[src/rtl/mux_pipe_reg.sv]
// mux_pipe_reg: N-channel select-and-register pipeline stage.
// A binary sel picks one of N channels, and the chosen channel is captured in
// a register. The register supports stall, bubble, valid/source tracking, a
// sticky out-of-range select flag and a saturating stall-length counter.
module mux_pipe_reg #(
  parameter int               WIDTH      = 64,
  parameter int               N          = 4,
  parameter int               SELW       = 2,
  parameter logic [WIDTH-1:0] BUBBLE_VAL = '0,
  parameter int               CNTW       = 8
) (
  input  logic                 clk,
  input  logic                 rst,
  input  logic [N*WIDTH-1:0]   in_data,
  input  logic [SELW-1:0]      sel,
  input  logic                 stall,
  input  logic                 bubble,
  output logic [WIDTH-1:0]     out_data,
  output logic                 out_valid,
  output logic [SELW-1:0]      out_src,
  output logic                 sel_err,
  output logic [CNTW-1:0]      stall_cnt
);

  // The register is either empty (holding BUBBLE_VAL) or full (holding a
  // real selected channel).
  localparam logic [0:0] ST_EMPTY = 1'b0;
  localparam logic [0:0] ST_FULL  = 1'b1;

  localparam logic [CNTW-1:0] CNT_MAX = {CNTW{1'b1}};

  // Reject channel counts outside 2..16 and selects too narrow to address
  // every channel.
  if (N < 2 || N > 16) begin : g_bad_n
    $error("mux_pipe_reg: N must be in the range 2..16");
  end
  if (N > (1 << SELW)) begin : g_bad_selw
    $error("mux_pipe_reg: SELW too narrow for N channels");
  end

  logic [0:0]       state_q,    state_d;
  logic [WIDTH-1:0] data_q,     data_d;
  logic [SELW-1:0]  src_q,      src_d;
  logic             selErr_q,   selErr_d;
  logic [CNTW-1:0]  stallCnt_q, stallCnt_d;

  logic [WIDTH-1:0] chanData;
  logic             chanHit;

  // Plain binary channel decode. chanHit is low when sel does not name an
  // existing channel.
  always_comb begin
    chanData = BUBBLE_VAL;
    chanHit  = 1'b0;
    for (int k = 0; k < N; k++) begin
      if (sel == SELW'(k)) begin
        chanData = in_data[k*WIDTH +: WIDTH];
        chanHit  = 1'b1;
      end
    end
  end

  // Next-state selection. Exactly one action applies per edge, in the order
  // bubble, then stall, then load.
  always_comb begin
    state_d    = state_q;
    data_d     = data_q;
    src_d      = src_q;
    selErr_d   = selErr_q;
    stallCnt_d = stallCnt_q;
    if (bubble) begin
      state_d    = ST_EMPTY;
      data_d     = BUBBLE_VAL;
      src_d      = '0;
      stallCnt_d = '0;
    end else if (stall) begin
      if (stallCnt_q != CNT_MAX) begin
        stallCnt_d = stallCnt_q + CNTW'(1);
      end
    end else begin
      stallCnt_d = '0;
      if (chanHit) begin
        state_d = ST_FULL;
        data_d  = chanData;
        src_d   = sel;
      end else begin
        state_d  = ST_EMPTY;
        data_d   = BUBBLE_VAL;
        src_d    = '0;
        selErr_d = 1'b1;
      end
    end
  end

  // State register. Reset clears it immediately, without waiting for a clock edge.
  always_ff @(posedge clk or posedge rst) begin
    if (rst) begin
      state_q    <= ST_EMPTY;
      data_q     <= BUBBLE_VAL;
      src_q      <= '0;
      selErr_q   <= 1'b0;
      stallCnt_q <= '0;
    end else begin
      state_q    <= state_d;
      data_q     <= data_d;
      src_q      <= src_d;
      selErr_q   <= selErr_d;
      stallCnt_q <= stallCnt_d;
    end
  end

  assign out_data  = data_q;
  assign out_valid = (state_q == ST_FULL);
  assign out_src   = src_q;
  assign sel_err   = selErr_q;
  assign stall_cnt = stallCnt_q;

endmodule

[config.mk]
export PLATFORM = sky130hd
export DESIGN_NAME = mux_pipe_reg
export DESIGN_NICKNAME = d
export VERILOG_FILES = /design/src/rtl/mux_pipe_reg.sv
export SDC_FILE = /design/constraint.sdc
export NUM_CORES = 1
export LEC_CHECK = 0
export ABC_AREA = 1
export BUFFER_PORTS_ARGS = -buffer_cell sky130_fd_sc_hd__buf_2
export CORE_AREA = 10 10 124 126
export DETAILED_ROUTE_END_ITERATION = 8
export DIE_AREA = 0 0 134 136
export GPL_TIMING_DRIVEN = 0
export PLACE_DENSITY = 0.84
export SKIP_CTS_REPAIR_TIMING = 1
export SLEW_MARGIN = 0
export SYNTH_ARGS = -nofsm -noshare
export SYNTH_HDL_FRONTEND = slang
export SYNTH_SLANG_ARGS = --single-unit
export TNS_END_PERCENT = 5
[constraint.sdc]
create_clock -name clk -period 6.21 [get_ports clk]
set_clock_uncertainty 0.1 [all_clocks]
set_input_delay 1.5525 -clock clk [delete_from_list [all_inputs] [get_ports clk]]
set_output_delay 1.5525 -clock clk [all_outputs]
set_load 0.05 [all_outputs]
* Word level (Yosys, flattened, before mapping) *
Index checks and enable logic that the tools add are counted.
Widths: inputs -> output; s select.

operators by class
  multiplexer cells = 20
  div/mod/pow operators = 0
  equal/unequal tests = 6
  reduce and logical (&&, ||, !) cells = 2
  multiply operators = 0
  order comparisons = 0
  bitwise logic cells = 3
  shift operators = 0
  $add $sub $neg = 1

operator list
  cell                 number
  $mux 64              7
  $mux 8               3
  $add 8x1->8 const B  1
  $ne 8x8->1 const B   1
  $mux 1               7
  $mux 2               3
  $eq 2x2->1 const B   2
  $ne 3x1->1 const B   1
  $not 1->1            3
  $reduce_and 3->1     1
  $eq 2x1->1 const B   1
  $logic_not 2->1      1
  $ne 2x1->1 const B   1

word-level totals
  logic and storage cells = 37
  register bits after elaboration = 76
  bits in read-only memories = 0
  memories = 0
  bits in writable memories = 0
  bits in latches = 0
  output and inout bits = 76
  input port bits = 262

* Logic depth before layout (Yosys ltp) *
Gate-level depths: netlist of the first run.

  depth in word-level cells = 8
  gate-level depth with buffers = 9
  mapped depth without buffers = 7

* Worst setup path after synthesis of the first run *
No wires, ideal clock.

  path type = input to register
  from = input sel[1]
  to = register data_q[15], in the netlist out_data[15]
  library setup time = 0.118 ns
  path slack = 3.680 ns
  cell stages on the path = 8
  arrival time = 2.312 ns
  buffers on the path = 2
  data required time = 5.992 ns
  path through = buf_4 > nor2_4 > buf_4 > nand2_1 > nand3_1 > nand2_1 > nand2_1 > nand2_1

on the way
  word-level cells in the longest chain between the ends = 8
  elaborated cells on any way between the ends = 15
  classes of those cells = eq/ne (3); mux (11); reduce/logical (1)

RTL lines
  item                                             line  source
  start, declared                                  15    input logic [SELW-1:0] sel,
  $logic_not 2->1                                  56    if (sel == SELW'(k)) begin
  $mux 64 or $mux 1 (tied branches) (4 in series)  56
  $mux 64 (*)                                      82    if (chanHit) begin
  $mux 64 (*)                                      76    end else if (stall) begin
  $mux 64 (*)                                      71    if (bubble) begin
  end signal, assigned                             105   data_q <= data_d;
  end, declared                                    42    logic [WIDTH-1:0] data_q, data_d;

Every way passes the cells marked *; elsewhere a longest branch is shown, timed or not. The select of a mux whose other input is x is not followed.
A chain may end at the register's enable or synchronous reset.

* Worst setup path in the final report of the first run *
  from = input stall
  to = register data_q[19], in the netlist out_data[19]

on the way
  word-level cells in the longest chain between the ends = 1

RTL lines
  item                         line  source
  start, declared              16    input logic stall,
  $ne 2x1->1 (no source line)  n/a

Every way passes these cells.

==> results.yml, run 1 <==
run_status:
  status: "finished clean"
synthesis:
  ys_top_cells_by_area: "dfrtp_1 (37%), nand2_1 (27%), nand3_1 (7.2%), nor2_1 (7.1%), o21ai_0 (5.8%)"
  yosysSeqAreaShare_pct: 36.98
  synth_cell_types: 25
  netlist_instances: 837
  synthesis.area_um2: 5142
  syn-num-nets: 1100
  yosys.area.top_type: "dfrtp_1"
  yosys_register_bits: 76
  synth_top_area_share_pct: 36.98
  async_flop_share_pct: 100.0
  ys.warnings.count: 0
  synth_flop_cell: "dfrtp_1"
  synth_edf_count: 0
  synth.avg_cell_area_um2: 6.144
sta:
  fin_crit_sh_pct: 44.46
  finalSetupViolCount: 0
  finalHoldViolCount: 0
  worst_slew_pin_slew_ns: 0.6131
  max_freq_mhz: 362.2
  report.final.slew_viol_count: 0
  rsz0062_at_grt: "no"
  final.setup.tns_ns: 0
  period_minus_slack_ns: 2.761
  relSlewSlack_pct: 59.03
final_layout:
  fill_cells: 1312
  multiInputGateArea_um2: 2723
  stdcell_area_um2: 7342
  area_growth_pct: 42.77
  diodes: 0
  fin_util_pct: 56.56
  nets: 1447
  regArea_um2: 1902
  layout-drive-gt1-share_pct: 32.63
detailed_routing:
  wl_um: 22530
  drt-pass1-iter-count: 5
  vias_per_cell: 4.787
  drc: 0
  wl_per_cell_um: 16.54
  first_iter_violations: 410
  drtAntennaViolNets: 0
  vias: 6520
floorplanning:
  ios: 338
  die_w_um: 134
  die_h_um: 136
  dieArea_um2: 18220
  core_um2: 12980
  start_util_pct: 39.62
  rows: 42
placement:
  place_area_um2: 7062
  port_buffers: 335
  place_hpwl_um: 18400
  place.gp.congestion: 0.9232
grt:
  grt_pass1_vias: 6592
  grt-ovfl-total: 0
  grt_first_pass_wirelength_um: 34240
  antenna_found_initial: 0
  grt_max_degree: 46
  grtUsageTotal_pct: 23.51
cts:
  clock_sinks: 76
  htreeDepth: 3
  clockBufferDepth: 2
  cts_root_buf: "clkbuf_16"
  clk_latency_ns: 0.33
  cts.clk_slew.worst_paths_ns: 0.06
  cts_tree: "yes"
  numCtsBuffers: 9
setup_path:
  crit_fanout: 10
  worstSetupPathType: "in2reg"
  cp_common_cell: "nand2_1"
  critical_path.slowest_cell: "clkbuf_1"
  reg2reg_depth: 5
  critPathLaunchType: "input pin"
  crit_required_ns: 6.38
  max_stage_delay_ns: 0.38
  cp.arrival_ns: 2.93
  end_kind: "register"
  crit_chain: "buf_2, inv_1, nand2_1, inv_1, clkbuf_1, nand2_1, nand2_1"
  cp_num_buf_inv: 4
  crit_cells: 7
  path_delay_family: "buffers and inverters"
job:
  drv_cap: 0
power_and_ir_drop:
  power_per_cell_area_nw_per_um2: 201.7
  p_leak_nw: 4.473
  vdd_drop_max_mv: 0.09719
worst_hold_path:
  hold_path.class: "reg2reg"
  holdPathStages: 1
==> area by class of cell <==
type                       count  area share [%]
timing repair buffer         336           23.11
multi-input combinational    641           37.08
inverter                      72           3.749
tap                          176           2.999
clock inverter                 2          0.5112
clock buffer                  11           3.306
buffer                        48           3.340
sequential                    76           25.90
==> where the power goes <==
group / internal, mW / switching [mW]
Sequential: 0.527 / 0.0169
Clock: 0.315 / 0.189
Combinational: 0.143 / 0.290
Total: 0.985 / 0.496
==> state kept, by name, indices dropped and copies added, names as in the netlist <==
name	flops
out_data	64
stall_cnt	8
out_src	2
out_valid	1
sel_err	1
==> per-layer routing <==
layer | GRT usage (%) | share of wire [%]
met5 | 0 | 0
met4 | 9.311 | 2.5
met3 | 6.827 | 9.5
met2 | 41.88 | 49
met1 | 25.85 | 39
==> through the flow <==
step | total power, mW | hold WS, ns | setup slack, ns | instances
floorplan | 0.8115 | 0.6393 | 2.619 | 837
global placement | 0.9773 | 0.3358 | 1.747 | 1348
detailed placement | 0.9852 | 0.3567 | 3.138 | 1349
CTS | 1.491 | 0.3696 | 3.477 | 1362
global route | 1.552 | 0.3890 | 3.344 | 1362
finish | 1.481 | 0.3688 | 3.449 | 1362
==> kinds of logic after synthesis <==
kind of cell    count (synthesis)  synth area share (%)
simple gates                  576                 46.42
buf+inv                       120                 10.07
flops                          76                 36.98
compound gates                 64                 6.277
fa+ha+maj                       1                0.2433
==> cell usage after synthesis, types with 3 or more instances <==
master,n
nand3_1,74
buf_6,3
nand2_1,368
o21ai_0,60
inv_1,69
nor2_1,97
clkbuf_1,18
or2_0,7
dfrtp_1,76
buf_4,4
buf_2,22
a21oi_1,3
nor3_1,3
nand3b_1,20
==> worst paths after layout <==
| kind | startpoint | end | slack (ns) |
|---|---|---|---|
| min in group asynchronous | rst | out_data[31] | 1.13 |
| setup reg to reg | stall_cnt[0] | stall_cnt[0] | 4.70 |
| max in group asynchronous | rst | out_data[21] | 4.30 |
| hold / removal | sel_err | sel_err | 0.37 |
| hold reg to reg | sel_err | sel_err | 0.37 |
| setup / recovery | stall | out_data[19] | 3.45 |
==> placed cells by master (no fill, tap or decap) <==
cell type	n
or2_1	1
nand3b_1	20
dfrtp_1	76
clkinvlp_4	1
buf_1	1
inv_2	2
buf_4	4
nor2_2	1
nor2_8	1
inv_4	2
o21bai_1	1
buf_2	357
or2_2	2
clkbuf_8	1
nor2_4	1
nor3_1	3
nand2_2	1
buf_12	1
clkbuf_16	9
buf_6	3
or2_0	7
nor2_1	97
inv_1	68
nand3_1	74
bufinv_16	1
nand2_1	368
a21oi_1	3
ha_1	1
o21ai_0	60
clkbuf_1	19
Note: power is estimated with default switching activity, not from simulation.
==> run 2: changes to the inputs <==
Settings changed: ABC_AREA 1 to 0, CORE_AREA 10 10 124 126 to 10 10 122 124, DIE_AREA 0 0 134 136 to 0 0 132 134, PLACE_DENSITY 0.84 to 0.8.
Clock period 6.21 ns to 2.85 ns, I/O delays scaled along.
==> results.yml, run 2 <==
run_status:
  status: "finished clean"
setup_path:
  crit_chain: "clkbuf_1, nor2b_1, buf_2, buf_1, a22o_1"
  crit_required_ns: 2.96
  critPathLaunchType: "input pin"
  critical_path.slowest_cell: "clkbuf_1"
  timing.rr.start: "stall_cnt[0]"
  worst-r2r-setup-slack_ns: 1.08
  end_kind: "register"
  worstSetupPathType: "in2reg"
  max_stage_delay_ns: 0.46
  path_delay_family: "buffers and inverters"
  reg2reg_depth: 4
  crit_fanout: 10
  critPathLaunch: "bubble"
  crit_cells: 5
  cp_num_buf_inv: 3
  r2r-end: "stall_cnt[3]"
  cp.arrival_ns: 2.07
grt:
  antenna_found_initial: 1
  grt-ovfl-total: 0
  grt_first_pass_wirelength_um: 28610
  grt_max_degree: 76
  grtUsageTotal_pct: 20.51
  grt_pass1_vias: 5143
cts:
  cts_tree: "yes"
  htreeDepth: 3
  numCtsBuffers: 9
  cts_root_buf: "clkbuf_16"
  cts.clk_slew.worst_paths_ns: 0.06
  clk_latency_ns: 0.33
  clock_sinks: 76
  clockBufferDepth: 2
synthesis:
  yosysMostFrequentCell: "dfrtp_1"
  ys.warnings.count: 0
  netlist_instances: 305
  async_flop_share_pct: 100.0
  synth_common_cells: "dfrtp_1 (76), mux4_2 (64), mux2i_1 (34), nor2_1 (34), a22o_1 (33)"
  synth_cell_types: 27
  ys_top_cells_by_area: "dfrtp_1 (42%), mux4_2 (32%), mux2i_1 (7.6%), a22o_1 (6.4%), nor2_1 (2.8%)"
  yosys.area.top_type: "dfrtp_1"
  synth_flop_cell: "dfrtp_1"
  synth_top_area_share_pct: 42.43
  syn-num-nets: 568
  synthesis.area_um2: 4482
  yosys_register_bits: 76
  yosysSeqAreaShare_pct: 42.43
  synth_edf_count: 0
  synth.avg_cell_area_um2: 14.69
final_layout:
  final_common_cell: "buf_2"
  stdcell_area_um2: 6748
  fill_cells: 1098
  area_growth_pct: 50.56
  stdcell_count: 828
  nets: 913
  layout-drive-gt1-share_pct: 66.11
  largest_register_ffs: 64
  final_cell_mix: "buf_2 (345), dfrtp_1 (76), mux4_2 (64)"
placement:
  place_hpwl_um: 15730
  port_buffers: 333
  place_area_um2: 6394
  dp_slack_ns: 0.5323
  place.gp.congestion: 0.8919
  dp_cells: 811
detailed_routing:
  wl_per_cell_um: 22.61
  first_iter_violations: 217
  wl_um: 18720
  drc: 0
  drt-pass1-iter-count: 4
  drtAntennaViolNets: 0
  vias_per_cell: 5.231
  vias: 4331
sta:
  relSlewSlack_pct: 59.17
  report.final.slew_viol_count: 0
  finalSetupViolCount: 0
  finalHoldViolCount: 0
  rsz0062_at_grt: "no"
  layout_setup_ws_ns: 0.8879
  max_freq_mhz: 509.7
  fin_crit_sh_pct: 68.85
  worst_slew_pin_slew_ns: 0.6124
  period_minus_slack_ns: 1.962
floorplanning:
  rows: 41
  die_h_um: 134
  dieArea_um2: 17690
  start_util_pct: 35.95
  core_um2: 12470
  die_w_um: 132
  ios: 338
worst_hold_path:
  hold_path.class: "in2async"
power_and_ir_drop:
  vdd_drop_max_mv: 0.2465
  power_mw: 3.461
  p_leak_nw: 3.564
  power_per_cell_area_nw_per_um2: 512.9
job:
  drv_cap: 0
-- run 2: cell count changes after synthesis, moves of 9 or more --
cell	previous run	this run
nand2_1	368	4
nand3_1	74	1
inv_1	69	2
mux4_2	0	64
nor2_1	97	34
o21ai_0	60	2
mux2i_1	0	34
a22o_1	0	33
nand3b_1	20	0
buf_2	22	12
clkbuf_1	18	9
-- run 2: final cells by class --
class | count | area [um^2] | share of cell area, %
Antenna cell | 1 | 2.502 | 0.03709
Buffer | 30 | 176.4 | 2.614
Clock buffer | 12 | 256.5 | 3.801
Clock inverter | 4 | 95.09 | 1.409
Inverter | 2 | 10.01 | 0.1483
Multi-Input combinational cell | 197 | 2396 | 35.51
Sequential cell | 76 | 1902 | 28.18
Tap cell | 172 | 215.2 | 3.189
Timing Repair Buffer | 334 | 1694 | 25.11
-- run 2: routing by layer --
layer  vias to the layer above  share of wire, %  GRT usage, %
li1                       1915                 -             -
met1                      2175                35         21.46
met2                       217                55         37.70
met3                        24               8.4         6.871
met4                         0               1.7         6.860
met5                         -                 0             0
-- run 2: cells by family (layout without fill, tap and decap cells) --
kind of cell,count (synthesis),in the layout,share of synthesized area [%]
compound gates,47,47,8.459
flops,76,76,42.43
fa+ha+maj,1,1,0.2791
simple gates,51,51,4.969
mux,98,98,39.75
buf+inv,32,382,4.104
other cells,0,1,0
-- run 2: worst max-delay path by stage --
stage | to | slack (ns)
5_1_grt | out_data[45] | 0.78
3_3_place_gp | out_data[31] | -0.71
2_1_floorplan | out_data[0] | 0.1
4_1_cts | out_data[44] | 0.89
3_5_place_dp | out_data[46] | 0.53
6_report | out_data[45] | 0.89
-- run 2: report_power, final --
part / internal (mW) / switching (mW)
clock network: 0.903 / 0.444
logic: 0.393 / 0.530
registers: 1.15 / 0.0424
total: 2.44 / 1.02
-- run 2: metrics by stage --
stage	hold WS, ns	setup TNS [ns]	utilization, %
finish	0.1409	0	54.13
CTS	0.1275	0	54.11
global placement	0.3388	-53.16	51.05
floorplan	0.6393	0	-
global route	0.1328	0	54.13
detailed placement	0.3646	0	51.29
